[src/rtl/irq_req_agent.sv]
// Request-side agent for the priority interrupt encoder: edge-captures sources
// into pending latches, offers masked requests, and runs the CPU req/ack/eoi handshake.
module irq_req_agent #(
   parameter int NCH  = 9,
   parameter int IDXW = 4
) (
   input  logic            clk,
   input  logic            rst,
   input  logic [NCH-1:0]  src_i,
   input  logic [NCH-1:0]  mask_i,
   output logic [NCH-1:0]  req_o,
   input  logic            win_valid_i,
   input  logic [IDXW-1:0] win_idx_i,
   output logic            cpu_irq_o,
   output logic [IDXW-1:0] cpu_vec_o,
   input  logic            cpu_ack_i,
   input  logic            cpu_eoi_i,
   output logic            busy_o,
   output logic            err_o
);

   // Vectors padded to the full index range so any encoder index can be looked up safely.
   localparam int NPAD = 1 << IDXW;

   typedef enum logic [1:0] {
      ST_IDLE,
      ST_REQ,
      ST_SERVICE
   } state_t;

   state_t          state_q, state_d;
   logic [NCH-1:0]  src_q, src_d;
   logic [NCH-1:0]  pend_q, pend_d;
   logic            irq_q, irq_d;
   logic [IDXW-1:0] vec_q, vec_d;
   logic            err_q, err_d;

   logic [NCH-1:0]  src_rise;
   logic [NCH-1:0]  req_w;
   logic [NCH-1:0]  pend_clr;
   logic [NPAD-1:0] req_pad;
   logic [NPAD-1:0] mask_pad;
   logic [NPAD-1:0] clr_pad;
   logic            win_ok;

   assign src_rise = src_i & ~src_q;
   assign req_w    = (state_q == ST_IDLE) ? (pend_q & ~mask_i) : '0;
   assign req_pad  = NPAD'(req_w);
   assign mask_pad = NPAD'(mask_i);
   assign win_ok   = (int'(win_idx_i) < NCH) && req_pad[win_idx_i];

   always_comb begin
      state_d = state_q;
      irq_d   = irq_q;
      vec_d   = vec_q;
      err_d   = 1'b0;
      clr_pad = '0;
      src_d   = src_i;
      case (state_q)
         ST_IDLE: begin
            if (win_valid_i) begin
               if (win_ok) begin
                  vec_d   = win_idx_i;
                  irq_d   = 1'b1;
                  state_d = ST_REQ;
               end else begin
                  err_d = 1'b1;
               end
            end
         end
         ST_REQ: begin
            // Ack beats a simultaneous mask: the CPU already committed to this vector.
            if (cpu_ack_i) begin
               clr_pad[vec_q] = 1'b1;
               irq_d          = 1'b0;
               state_d        = ST_SERVICE;
            end else if (mask_pad[vec_q]) begin
               irq_d   = 1'b0;
               state_d = ST_IDLE;
            end
         end
         ST_SERVICE: begin
            if (cpu_eoi_i) state_d = ST_IDLE;
         end
         default: state_d = ST_IDLE;
      endcase
      pend_clr = clr_pad[NCH-1:0];
      // A new edge on the channel being acked wins over the clear.
      pend_d   = (pend_q & ~pend_clr) | src_rise;
   end

   always_ff @(posedge clk) begin
      if (rst) begin
         state_q <= ST_IDLE;
         src_q   <= '0;
         pend_q  <= '0;
         irq_q   <= 1'b0;
         vec_q   <= '0;
         err_q   <= 1'b0;
      end else begin
         state_q <= state_d;
         src_q   <= src_d;
         pend_q  <= pend_d;
         irq_q   <= irq_d;
         vec_q   <= vec_d;
         err_q   <= err_d;
      end
   end

   assign req_o     = req_w;
   assign cpu_irq_o = irq_q;
   assign cpu_vec_o = vec_q;
   assign busy_o    = (state_q != ST_IDLE);
   assign err_o     = err_q;

endmodule
[config.mk]
export PLATFORM = sky130hd
export DESIGN_NAME = irq_req_agent
export DESIGN_NICKNAME = d
export VERILOG_FILES = /design/src/rtl/irq_req_agent.sv
export SDC_FILE = /design/constraint.sdc
export NUM_CORES = 1
export LEC_CHECK = 0
export ABC_AREA = 1
export BUFFER_PORTS_ARGS = -buffer_cell sky130_fd_sc_hd__buf_2
export CAP_MARGIN = 5
export CORE_MARGIN = 2
export CORE_UTILIZATION = 30
export CTS_CLUSTER_SIZE = 24
export DETAILED_ROUTE_END_ITERATION = 10
export PLACE_DENSITY = 0.53
export SETUP_SLACK_MARGIN = 0.2
export SLEW_MARGIN = 10
export SYNTH_ARGS = -nofsm -noshare
export SYNTH_HDL_FRONTEND = slang
export SYNTH_SLANG_ARGS = --single-unit
[constraint.sdc]
create_clock -name clk -period 1.45 [get_ports clk]
set_clock_uncertainty 0.1 [all_clocks]
set_input_delay 0.3625 -clock clk [delete_from_list [all_inputs] [get_ports clk]]
set_output_delay 0.3625 -clock clk [all_outputs]
set_load 0.01 [all_outputs]
==> flow_summary.toml <==
[floorplanning]
start_util_pct = 31.1
die-area_sq_um = 5030
rows = 24
die_h_microns = 70.9
die_w_microns = 70.9
num_io_pins = 43
core-area_sq_um = 4320

[yosys]
syn_area_per_cell_sq_um = 6.56
ys_ff_latch = 26
yosysTopAreaCell = "dfxtp_1"
async_flop_share_pct = 0
synth_seq_area_share_pct = 38.7
ys_warn_count = 0
synth_edf_count = 0
synth_ff_type = "dfxtp_1"
synthCells = 205
yosys.area.top_type_share_pct = 38.7
ys_types = 23
syn_nets = 232
ys_top_cells_by_area = "dfxtp_1 39%, nand2_1 14%, nor2_1 11%"
synth_area_sq_um = 1340

[drt]
routed_wl_microns = 4020
drt-met1-wl_microns = 1830
dr.pass1.iters = 4
vias = 1509
dr_wl_met2_microns = 1990
postRouteAntennaNets = 0
wl_met3_microns = 178
first_iter_violations = 95
routedWlPerCell_microns = 11.8
top_layer = "met4"
viasPerCell = 4.44
drc = 0

[place]
numPlacedInstances = 325
place_hpwl_microns = 3040
placement.io_buffers = 42
place_congestion = 0.760

[clock_tree]
clock_latency_ps = 280
numCtsBuffers = 3
cts_buffer_depth = 2
clk_pin_slew_ps = 100
cts_hold_buf = 0
root_buffer = "clkbuf_8"
clock_sinks = 26
cts_tree = "yes"
htreeDepth = 1

[critical_path]
setup.worst_path.start = "state_q[1]"
reg2reg_slack_ps = -190
worstSetupPathType = "register to output port"
r2r-end = "cpu_vec_o[2]"
path_max_fanout = 8
endpoint = "req_o[4]"
r2r.worst_path.cells = 13
r2r_start = "state_q[1]"
crit_required_ps = 990
cp-start-kind = "register"
endpoint_kind = "output port"
critPathArrivalTime_ps = 1250

[final_layout]
drive_gt1_share_pct = 49.3
final_cell_count_no_fill = 340
area_delta_synth_final_pct = 70.7
fillCellCount = 419
final_cell_mix = "40 x nand2_1, 36 x nor2_1, 34 x buf_2"
layout.nets = 316
final_common_cell = "nand2_1"
num_antenna_cells = 0

[worst_hold_path]
min_from = "src_i[2]"
min_path_type = "input pin to register"

[global_route]
grt_start_max_net_pins = 16
antenna_found_initial = 0
gr-usage-all-layers_pct = 16.3
grt_pass1_vias = 1418
overflow = 0
grt_pass1_wl_microns = 6500

[sta]
finalCritPeriodShare_pct = 118
post-route-min-period_ps = 1710
slew-limit-headroom_pct = 72.5
worst_pin_slew_ps = 412
slew_viol_final = 0
final.setup.tns_ps = -3260
rsz0062_at_grt = "yes"
finalHoldViolCount = 0
setup_viol = 21
fmax_mhz = 584
fin_ws_ps = -262

[power_and_ir_drop]
ir_drop_uv = 613
power_density_nw_per_um2 = 843
power_uw = 1930
total_leakage_power_uw = 0.00120

[run_status]
failed_checks = "setup timing"
outcome = "finished, violations left"

[job]
maxCapViolCount = 0
## power by group
part	total, uW	internal, uW	switching, uW
Sequential	798	764	34.2
Clock	621	370	251
Combinational	515	251	264
Total	1930	1380	549
## routing by layer
metal	global-route usage, %	vias to the layer above
met1	20.8	674
met3	3.70	2
met2	28.2	36
met5	0	-
li1	-	797
met4	3.77	0
## cell usage after synthesis, types with 3 or more instances
cell type   n
nand2_1    50
o22ai_1     4
nand3_2     3
a21oi_1     7
nor2_1     38
nand4_1     4
nand3_1    11
dfxtp_1    26
nor3_1      8
o21ai_0     3
inv_1      35
## metrics by stage
stage / instance area, sq um / utilization [%] / setup slack, ps / hold slack [ps]
after floorplan: 1430 / - / 53.2 / 308
after global placement: 1910 / 44.1 / -74.5 / 314
after detailed placement: 1910 / 44.1 / -72.6 / 319
after CTS: 2150 / 49.6 / -265 / 182
after global routing: 2290 / 53.0 / -321 / 192
final: 2290 / 53.0 / -262 / 185
## area by class of cell
| type | instances | area, sq um | area share [%] |
|---|---|---|---|
| Clock buffer | 3 | 41.3 | 1.80 |
| Clock inverter | 1 | 30.0 | 1.31 |
| Sequential cell | 26 | 537 | 23.4 |
| Timing Repair Buffer | 83 | 618 | 27.0 |
| Tap cell | 52 | 65.1 | 2.84 |
| Inverter | 37 | 161 | 7.04 |
| Multi-Input combinational cell | 138 | 841 | 36.7 |
## state kept, by name, indices dropped and copies added, names as in the netlist
register   cells
cpu_irq_o      1
cpu_vec_o      4
err_o          1
src_q          9
pend_q         9
state_q        2
## repair_timing
item | CTS | global route
pin swaps | 9 | 20
gates resized for setup | 40 | 29
endpoints found under the setup margin | 31 | 32
buffers inserted | 5 | 6
## cell families (layout without fill, tap and decap cells)
kind of cell	count (synthesis)	after routing	synth area share (%)
and+or+nand+nor	121	121	40.2
DFF	26	26	38.7
buffers and inverters	41	124	12.8
AOI/OAI and AO/OA	17	17	8.29
## how the worst min path moves through the flow
stage | endpoint | slack [ps] | cells past startpoint
finish | src_q[2] | 180 | 3
CTS | src_q[2] | 180 | 3
global placement | pend_q[0] | 310 | 1
floorplan | pend_q[2] | 310 | 1
detailed placement | pend_q[1] | 320 | 1
global route | src_q[2] | 190 | 3
## worst max-delay path, stage by stage (launching register included)
cell     delay (ps)
dfxtp_2         350
nor2_4          140
buf_12          160
inv_12           60
nor3_4          110
buf_2           150
No activity file was read; power rests on OpenSTA's default activity.
